==> src/rtl/if_id_stall_ctrl_if.sv <==
`default_nettype none
// +----------------------------------------------------------------------+
// | Module   : if_id_stall_ctrl_if                                        |
// | Brief    : Fetch/decode boundary bus for the IF/ID stall controller.  |
// |            stall_count exists only when STALL_STATS_EN is defined.    |
// | Revision : 1.0                                                       |
// +----------------------------------------------------------------------+
interface if_id_stall_ctrl_if #(
  parameter int OPERAND_WIDTH = 16,
  parameter int CNT_WIDTH     = 16
);
  logic [OPERAND_WIDTH-1:0] instr_in;
  logic [OPERAND_WIDTH-1:0] pc_incr_in;
  logic                     fetch_valid;
  logic                     Stall;
  logic                     flush;
  logic [OPERAND_WIDTH-1:0] instr_out;
  logic [OPERAND_WIDTH-1:0] pc_incr_out;
  logic                     valid_out;
  logic                     pc_we;
  logic                     id_ex_bubble;
  logic                     halted;
  logic                     stall_err;
`ifdef STALL_STATS_EN
  logic [CNT_WIDTH-1:0]     stall_count;
`endif

  modport master (
    output instr_in, pc_incr_in, fetch_valid, Stall, flush,
    input  instr_out, pc_incr_out, valid_out, pc_we, id_ex_bubble, halted, stall_err
`ifdef STALL_STATS_EN
    , input stall_count
`endif
  );

  modport slave (
    input  instr_in, pc_incr_in, fetch_valid, Stall, flush,
    output instr_out, pc_incr_out, valid_out, pc_we, id_ex_bubble, halted, stall_err
`ifdef STALL_STATS_EN
    , output stall_count
`endif
  );
endinterface
`default_nettype wire

==> src/rtl/if_id_stall_ctrl.sv <==
`default_nettype none
// +----------------------------------------------------------------------+
// | Module   : if_id_stall_ctrl                                           |
// | Brief    : IF/ID register owner: hold, squash, imem-miss bubble and   |
// |            HALT freeze. STALL_STATS_EN adds the stall_count counter.  |
// | Revision : 1.0                                                       |
// +----------------------------------------------------------------------+
module if_id_stall_ctrl #(
  parameter int                     OPERAND_WIDTH = 16,
  parameter logic [OPERAND_WIDTH-1:0] NOP_INSTR   = 16'h0800,
  parameter logic [4:0]             HALT_OPCODE   = 5'b00000,
  parameter int                     MAX_STALL     = 4,
  parameter int                     CNT_WIDTH     = 16
) (
  input  wire                 clk,
  input  wire                 rst,
  if_id_stall_ctrl_if.slave   bus
);
  localparam int RUN_W = $clog2(MAX_STALL + 2);
  localparam logic [RUN_W-1:0] c_run_max = RUN_W'(MAX_STALL + 1);
  localparam logic [RUN_W-1:0] c_run_lim = RUN_W'(MAX_STALL);

  typedef enum logic [1:0] {
    RUN    = 2'd0,
    HOLD   = 2'd1,
    HALTED = 2'd2
  } state_t;

  state_t                   state_q, state_d;
  logic [OPERAND_WIDTH-1:0] instr_q, instr_d;
  logic [OPERAND_WIDTH-1:0] pc_incr_q, pc_incr_d;
  logic                     valid_q, valid_d;
  logic                     halted_q, halted_d;
  logic                     stall_err_q, stall_err_d;
  logic [RUN_W-1:0]         run_cnt_q, run_cnt_d;
  logic                     pc_we;
  logic                     id_ex_bubble;
  logic                     halt_in_id;

  assign halt_in_id = valid_q && (instr_q[OPERAND_WIDTH-1 -: 5] == HALT_OPCODE);

  always_comb begin
    state_d      = state_q;
    instr_d      = instr_q;
    pc_incr_d    = pc_incr_q;
    valid_d      = valid_q;
    halted_d     = halted_q;
    stall_err_d  = stall_err_q;
    run_cnt_d    = '0;
    pc_we        = 1'b0;
    id_ex_bubble = 1'b1;
    if (rst) begin
      pc_we        = 1'b0;
      id_ex_bubble = 1'b1;
    end else if (state_q == HALTED) begin
      instr_d  = NOP_INSTR;
      valid_d  = 1'b0;
      halted_d = 1'b1;
    end else if (bus.flush) begin
      pc_we   = 1'b1;
      instr_d = NOP_INSTR;
      valid_d = 1'b0;
      state_d = RUN;
    end else if (bus.Stall) begin
      state_d   = HOLD;
      run_cnt_d = (run_cnt_q == c_run_max) ? run_cnt_q : run_cnt_q + RUN_W'(1);
      if (run_cnt_d > c_run_lim) begin
        stall_err_d = 1'b1;
      end
    end else if (halt_in_id) begin
      // HALT moves on to ID/EX this edge; fetch is frozen from here on
      id_ex_bubble = 1'b0;
      instr_d      = NOP_INSTR;
      valid_d      = 1'b0;
      halted_d     = 1'b1;
      state_d      = HALTED;
    end else if (!bus.fetch_valid) begin
      id_ex_bubble = 1'b0;
      instr_d      = NOP_INSTR;
      valid_d      = 1'b0;
      state_d      = RUN;
    end else begin
      pc_we        = 1'b1;
      id_ex_bubble = 1'b0;
      instr_d      = bus.instr_in;
      pc_incr_d    = bus.pc_incr_in;
      valid_d      = 1'b1;
      state_d      = RUN;
    end
  end

  always_ff @(posedge clk) begin
    if (rst) begin
      state_q     <= RUN;
      instr_q     <= NOP_INSTR;
      pc_incr_q   <= '0;
      valid_q     <= 1'b0;
      halted_q    <= 1'b0;
      stall_err_q <= 1'b0;
      run_cnt_q   <= '0;
    end else begin
      state_q     <= state_d;
      instr_q     <= instr_d;
      pc_incr_q   <= pc_incr_d;
      valid_q     <= valid_d;
      halted_q    <= halted_d;
      stall_err_q <= stall_err_d;
      run_cnt_q   <= run_cnt_d;
    end
  end

`ifdef STALL_STATS_EN
  logic [CNT_WIDTH-1:0] stall_count_q, stall_count_d;

  always_comb begin
    stall_count_d = stall_count_q;
    if (!rst && id_ex_bubble && (state_q != HALTED) && (stall_count_q != '1)) begin
      stall_count_d = stall_count_q + CNT_WIDTH'(1);
    end
  end

  always_ff @(posedge clk) begin
    if (rst) begin
      stall_count_q <= '0;
    end else begin
      stall_count_q <= stall_count_d;
    end
  end

  assign bus.stall_count = stall_count_q;
`endif

  assign bus.instr_out    = instr_q;
  assign bus.pc_incr_out  = pc_incr_q;
  assign bus.valid_out    = valid_q;
  assign bus.halted       = halted_q;
  assign bus.stall_err    = stall_err_q;
  assign bus.pc_we        = pc_we;
  assign bus.id_ex_bubble = id_ex_bubble;
endmodule
`default_nettype wire

==> src/flat_wrapper.sv <==
// flat-port wrapper written by rule: the top's interface ports become plain ports
module if_id_stall_ctrl_flat 
#(
  parameter int                     OPERAND_WIDTH = 16,
  parameter logic [OPERAND_WIDTH-1:0] NOP_INSTR   = 16'h0800,
  parameter logic [4:0]             HALT_OPCODE   = 5'b00000,
  parameter int                     MAX_STALL     = 4,
  parameter int                     CNT_WIDTH     = 16
)
  (clk, rst, bus_instr_in, bus_pc_incr_in, bus_fetch_valid, bus_Stall, bus_flush, bus_instr_out, bus_pc_incr_out, bus_valid_out, bus_pc_we, bus_id_ex_bubble, bus_halted, bus_stall_err);
  if_id_stall_ctrl_if #(.OPERAND_WIDTH(OPERAND_WIDTH), .CNT_WIDTH(CNT_WIDTH)) bus_i ();
  input  wire clk;
  input  wire rst;
  input wire logic [$bits(bus_i.instr_in)-1:0] bus_instr_in;
  input wire logic [$bits(bus_i.pc_incr_in)-1:0] bus_pc_incr_in;
  input wire logic [$bits(bus_i.fetch_valid)-1:0] bus_fetch_valid;
  input wire logic [$bits(bus_i.Stall)-1:0] bus_Stall;
  input wire logic [$bits(bus_i.flush)-1:0] bus_flush;
  output wire logic [$bits(bus_i.instr_out)-1:0] bus_instr_out;
  output wire logic [$bits(bus_i.pc_incr_out)-1:0] bus_pc_incr_out;
  output wire logic [$bits(bus_i.valid_out)-1:0] bus_valid_out;
  output wire logic [$bits(bus_i.pc_we)-1:0] bus_pc_we;
  output wire logic [$bits(bus_i.id_ex_bubble)-1:0] bus_id_ex_bubble;
  output wire logic [$bits(bus_i.halted)-1:0] bus_halted;
  output wire logic [$bits(bus_i.stall_err)-1:0] bus_stall_err;
  assign bus_i.instr_in = bus_instr_in;
  assign bus_i.pc_incr_in = bus_pc_incr_in;
  assign bus_i.fetch_valid = bus_fetch_valid;
  assign bus_i.Stall = bus_Stall;
  assign bus_i.flush = bus_flush;
  assign bus_instr_out = bus_i.instr_out;
  assign bus_pc_incr_out = bus_i.pc_incr_out;
  assign bus_valid_out = bus_i.valid_out;
  assign bus_pc_we = bus_i.pc_we;
  assign bus_id_ex_bubble = bus_i.id_ex_bubble;
  assign bus_halted = bus_i.halted;
  assign bus_stall_err = bus_i.stall_err;
  if_id_stall_ctrl #(.OPERAND_WIDTH(OPERAND_WIDTH), .NOP_INSTR(NOP_INSTR), .HALT_OPCODE(HALT_OPCODE), .MAX_STALL(MAX_STALL), .CNT_WIDTH(CNT_WIDTH)) u_core (.clk(clk), .rst(rst), .bus(bus_i));
endmodule
==> config.mk <==
export PLATFORM = sky130hd
export DESIGN_NAME = if_id_stall_ctrl_flat
export DESIGN_NICKNAME = d
export VERILOG_FILES = /design/src/rtl/if_id_stall_ctrl_if.sv /design/src/rtl/if_id_stall_ctrl.sv /design/src/flat_wrapper.sv
export SDC_FILE = /design/constraint.sdc
export NUM_CORES = 1
export LEC_CHECK = 0
export ABC_AREA = 1
export CAP_MARGIN = 20
export CORE_MARGIN = 5
export CORE_UTILIZATION = 42
export DETAILED_ROUTE_END_ITERATION = 6
export GPL_TIMING_DRIVEN = 0
export PLACE_DENSITY = 0.79
export SLEW_MARGIN = 5
export SYNTH_ARGS = -nofsm -noshare
export SYNTH_HDL_FRONTEND = slang
export SYNTH_SLANG_ARGS = --single-unit
==> constraint.sdc <==
create_clock -name clk -period 2.1 [get_ports clk]
set_clock_uncertainty 0.15 [all_clocks]
set_input_delay 0.63 -clock clk [delete_from_list [all_inputs] [get_ports clk]]
set_output_delay 0.63 -clock clk [all_outputs]
set_load 0.05 [all_outputs]
Word-level counts from Yosys, hierarchy flattened
Index checks and enable logic that the tools add are counted.
Word-level totals
  output and inout port bits: 37
  input port bits: 37
  register bits after elaboration: 40
Operators by class
  multiplexer cells: 20
  equal/unequal tests: 4
  bitwise logic cells: 4
  reduce and logical (&&, ||, !) cells: 8
  magnitude comparators: 1
  add/subtract/negate cells: 1
Operator list (count)
  16-bit two-way mux: 2
  1-bit two-way mux: 14
  2-bit two-way mux: 3
  5-bit zero test: 1
  5-bit AND reduction: 1
  2-bit by 1-bit inequality test with 1-bit output (second input constant): 2
  1-bit inverter: 4
  4-bit AND reduction: 1
  4-bit OR reduction: 1
  3-bit by 1-bit adder with 3-bit output (second input constant): 1
  3-bit == test (second input constant): 1
  3-bit greater-than comparator (second input constant): 1
  3-bit two-way mux: 1
  3-bit AND reduction: 1
  3-bit OR reduction: 1
  2-bit == test (second input constant): 1
  2-bit nonzero test: 1
  1-bit logical AND: 1

Longest topological paths before layout
  word-level depth: 7
  depth in mapped cells: 8
  depth with buffers taken out: 7

Worst setup path before layout
Ideal clock, no wire load.
  kind: flip-flop to output port
  start point: reg u_core.instr_q[11] (netlist: u_core.bus.instr_out[11])
  end point: out bus_pc_we
  cell stages (with the launch flop): 7
  data required time: 1320 ps
  path slack: -681 ps
  arrival time: 2001 ps
  cells stage by stage: dfxtp_1 nor2_1 nand3_2 buf_6 buf_6 nand2_1 a21oi_1
Between the ends
  longest elaborated chain between the ends: 7
RTL lines
  start: declaration: line if_id_stall_ctrl.sv:30  | logic [OPERAND_WIDTH-1:0] instr_q, instr_d;
  start signal: assignment: line if_id_stall_ctrl.sv:103  | instr_q <= instr_d;
  5-bit zero test: line if_id_stall_ctrl.sv:40  | assign halt_in_id = valid_q && (instr_q[OPERAND_WIDTH-1 -: 5] == HALT_OPCODE);
  1-bit logical AND: line if_id_stall_ctrl.sv:40
  1-bit two-way mux: line if_id_stall_ctrl.sv:70  | end else if (halt_in_id) begin
  1-bit two-way mux: line if_id_stall_ctrl.sv:64  | end else if (bus.Stall) begin
  1-bit two-way mux: line if_id_stall_ctrl.sv:59  | end else if (bus.flush) begin
  1-bit two-way mux: line if_id_stall_ctrl.sv:55  | end else if (state_q == HALTED) begin
  1-bit two-way mux: line if_id_stall_ctrl.sv:52  | if (rst) begin
  end: declaration: line flat_wrapper.sv:22  | output wire logic [$bits(bus_i.pc_we)-1:0] bus_pc_we;
Every way passes these cells.

Worst setup path after layout
  start point: in bus_Stall
  end point: out bus_pc_we
Between the ends
  longest elaborated chain between the ends: 4
RTL lines
  start: declaration: line flat_wrapper.sv:17  | input wire logic [$bits(bus_i.Stall)-1:0] bus_Stall;
  1-bit two-way mux: line if_id_stall_ctrl.sv:64
  1-bit two-way mux: line if_id_stall_ctrl.sv:59
  1-bit two-way mux: line if_id_stall_ctrl.sv:55
  1-bit two-way mux: line if_id_stall_ctrl.sv:52
Every way passes these cells.

==> results.json <==
{
  "max_stage_delay_ns": 0.18,
  "first_global_vias": 1678,
  "synth_edf_count": 0,
  "drive_gt1_share_pct": 19.81,
  "drc": 0,
  "maxCapViolations": 0,
  "p_leak_nw": 1.333,
  "synthesis.nets": 272,
  "start_util_pct": 43.35,
  "final-instance-count-excl-fill": 373,
  "min_period_over_period_pct": 100.7,
  "worstSetupStartpointType": "input pin",
  "finalWeightedCongestion": 0.7778,
  "netlist_instances": 233,
  "multi_input_area_um2": 828.3,
  "ant_nets": 0,
  "min_from": "u_core.bus.instr_out[8]$_SDFFE_PP0N_",
  "worstSetupPathType": "in2out",
  "synth.area.top_cells": "dfxtp_1 46%, nand2_1 9.9%, nand3_1 9.2%",
  "crit_family": "buffers and inverters",
  "synth-seq-area-share_pct": 45.85,
  "cts.sinks": 40,
  "cp_max_fo": 5,
  "cts_buffers": 5,
  "final_nets": 361,
  "path_buf_inv": 4,
  "worstSetupPathDepth": 7,
  "synth.distinct_cells": 24,
  "holdWs_ns": 0.3084,
  "maxSlewViolCount": 0,
  "combPwrFrac_pct": 20.6,
  "muxShareOfSynthArea_pct": 0,
  "avgSynthCellArea_um2": 7.496,
  "relSlewSlack_pct": 65.45,
  "cts_root_buffer": "clkbuf_8",
  "cts_max_path_buffers": 2,
  "p_int_mw": 1.153,
  "endpoint_kind": "output pin",
  "detail_route.wl_per_cell_um": 13.35,
  "failed_checks": "negative setup slack",
  "gr-total-overflow": 0,
  "wl_um": 4978,
  "register_area_um2": 818.3,
  "rsz0062_at_grt": "yes",
  "crit_arrival_ns": 1.34,
  "grt_pass1_wl_um": 7417,
  "synth_top_area_cell": "dfxtp_1",
  "fillers": 339,
  "firstDrtPassIters": 4,
  "dieArea_um2": 5549,
  "antenna_found_initial": 0,
  "swShare_pct": 28.66,
  "hold_violations": 0,
  "dp.cells": 356,
  "ioPinCount": 74,
  "setup_viol": 1,
  "slowest_stage": "buf_6",
  "synth_top_area_share_pct": 45.85,
  "synthArstFlopShare_pct": 0,
  "first_iter_violations": 69,
  "die_h_um": 74.49,
  "tns_ns": -0.01524,
  "cp-startpoint": "bus_Stall",
  "core_um2": 4029,
  "io_buffers": 73,
  "synth-compound-area-share_pct": 11.96,
  "antenna_cells": 0,
  "rows": 23,
  "hold_class": "reg2reg",
  "clk_latency_ns": 0.29,
  "power.share.clock_pct": 30.1,
  "worst_pin_slew_ns": 0.5204,
  "syn_to_final_growth_pct": 58.38,
  "grt_max_degree": 20,
  "dr_total_vias": 1792,
  "clk_pin_slew_ns": 0.08,
  "fmax_mhz": 472.8,
  "reg2regPathDepth": 8,
  "cts_hold_buf": 0,
  "p_per_area_nw_per_um2": 584.2,
  "hold_depth": 2,
  "setup_ws_ns": -0.01524,
  "htree_levels": 2,
  "mappedNetlistArea_um2": 1747,
  "synth-simple-area-share_pct": 28.72,
  "die_x_um": 74.49,
  "synth.most_common_cell": "nand2_1",
  "crit_required_ns": 1.32,
  "status": "complete, but fails checks",
  "viasPerCell": 4.804,
  "crit_chain": "buf_4, inv_6, nand2_8, inv_8, nand2_8, a21oi_4, buf_6",
  "synth_seq_cells": 40,
  "synth-xor-area-share_pct": 0.5014,
  "cts_tree": "built",
  "finalCriticalPeriod_ns": 2.115,
  "switchingPower_mw": 0.4632,
  "synth_top_cells_by_count": "46 x nand2_1, 40 x dfxtp_1, 32 x nand3_1",
  "grt_use_total_pct": 17.40,
  "synthFlopType": "dfxtp_1",
  "crit_top_cell": "nand2_8",
  "dp_hpwl_um": 3461,
  "power_mw": 1.616,
  "yosysWarnings": 0,
  "p_seq_share_pct": 49.2,
  "synth_fa_ha_area_share_pct": 1.433,
  "r2r-start": "u_core.state_q[0]$_SDFFE_PP0N_",
  "vdd_ir_drop_max_uv": 391.6,
  "synth_top_family_by_area": "simple AND/OR/NAND/NOR gates"
}
-- per-layer routing --
| layer | GRT usage [%] | vias up | routed length, um |
|---|---|---|---|
| met4 | 7.905 | 0 | 106 |
| met5 | 0 | - | 0 |
| met2 | 29.76 | 45 | 2508 |
| met1 | 20.45 | 824 | 2108 |
| met3 | 4.324 | 12 | 255 |
| li1 | - | 911 | - |
-- area by class of cell --
type,instances,share of cell area [%]
clock buffer,7,2.759
multi-input combinational,150,29.94
buffer,10,2.985
sequential,40,29.58
timing repair buffer,85,27.68
clock inverter,1,0.1809
inverter,30,4.613
tap,50,2.261
-- logic make-up (layout without fill, tap and decap cells) --
| family | count (synthesis) | count (layout) |
|---|---|---|
| adder cells (fa/ha/maj) | 2 | 2 |
| XOR/XNOR | 1 | 1 |
| flip-flops | 40 | 40 |
| buffers and inverters | 43 | 133 |
| AND/OR/NAND/NOR | 111 | 111 |
| AO/OA/AOI/OAI | 36 | 36 |
-- what timing repair did --
| action | 4_1_cts | 5_1_grt |
|---|---|---|
| pin swaps | 1 | 3 |
| buffers inserted | 6 | 6 |
| resized for setup | 72 | 14 |
| endpoints found under the setup margin | 37 | 2 |
-- worst register-to-register path, stage by stage (launching register included) --
cell,delay (ns)
dfxtp_1,0.33
inv_1,0.05
nand2_2,0.14
nand3_4,0.11
buf_4,0.21
nor2_4,0.19
buf_4,0.21
nand2_1,0.06
o21ai_0,0.07
-- flip-flops by register name, indices dropped and copies added (netlist names), named ones only --
| register | count |
|---|---|
| u_core.state_q | 2 |
| u_core.bus.stall_err | 1 |
| u_core.bus.halted | 1 |
| u_core.bus.instr_out | 16 |
| u_core.bus.pc_incr_out | 16 |
| u_core.bus.valid_out | 1 |
| u_core.run_cnt_q | 2 |
-- final timing paths --
path                                                end  slack, ns
setup / recovery                              bus_pc_we      -0.02
hold reg to reg    u_core.bus.instr_out[8]$_SDFFE_PP0N_       0.31
hold / removal     u_core.bus.instr_out[8]$_SDFFE_PP0N_       0.31
setup reg to reg  u_core.bus.instr_out[12]$_SDFFE_PP0N_       0.50
-- power by group through the flow --
stage / clock network, mW / logic, mW / registers (mW)
after floorplan: 0 / 0.108 / 0.893
after global placement: 0 / 0.326 / 0.811
after detailed placement: 0 / 0.329 / 0.812
after CTS: 0.497 / 0.323 / 0.794
after global routing: 0.535 / 0.359 / 0.799
final: 0.487 / 0.333 / 0.796
-- cells in the final DEF, fill, tap and decap left out, types with 5 or more instances in the layout --
cell type | netlist | layout
clkdlybuf4s50_1 | 0 | 32
dlygate4sd2_1 | 0 | 35
clkbuf_8 | 0 | 5
dfxtp_1 | 40 | 34
nor2_4 | 2 | 5
inv_1 | 28 | 24
a21oi_2 | 7 | 7
o21ai_0 | 12 | 12
buf_4 | 4 | 16
nand3_1 | 32 | 32
nor2_1 | 25 | 23
nand2_1 | 46 | 43
a21oi_1 | 13 | 12
-- stage by stage --
step                      worst slack [ns]  util, %  cell area, um2
after CTS                         -0.08625    66.77            2690
after detailed placement            -1.362    64.60            2603
after floorplan                   -0.03685        -            1809
after global placement              -1.362    64.60            2603
after global routing              -0.06936    68.66            2766
final                             -0.01524    68.66            2766
No activity file was read; power rests on OpenSTA's default activity.
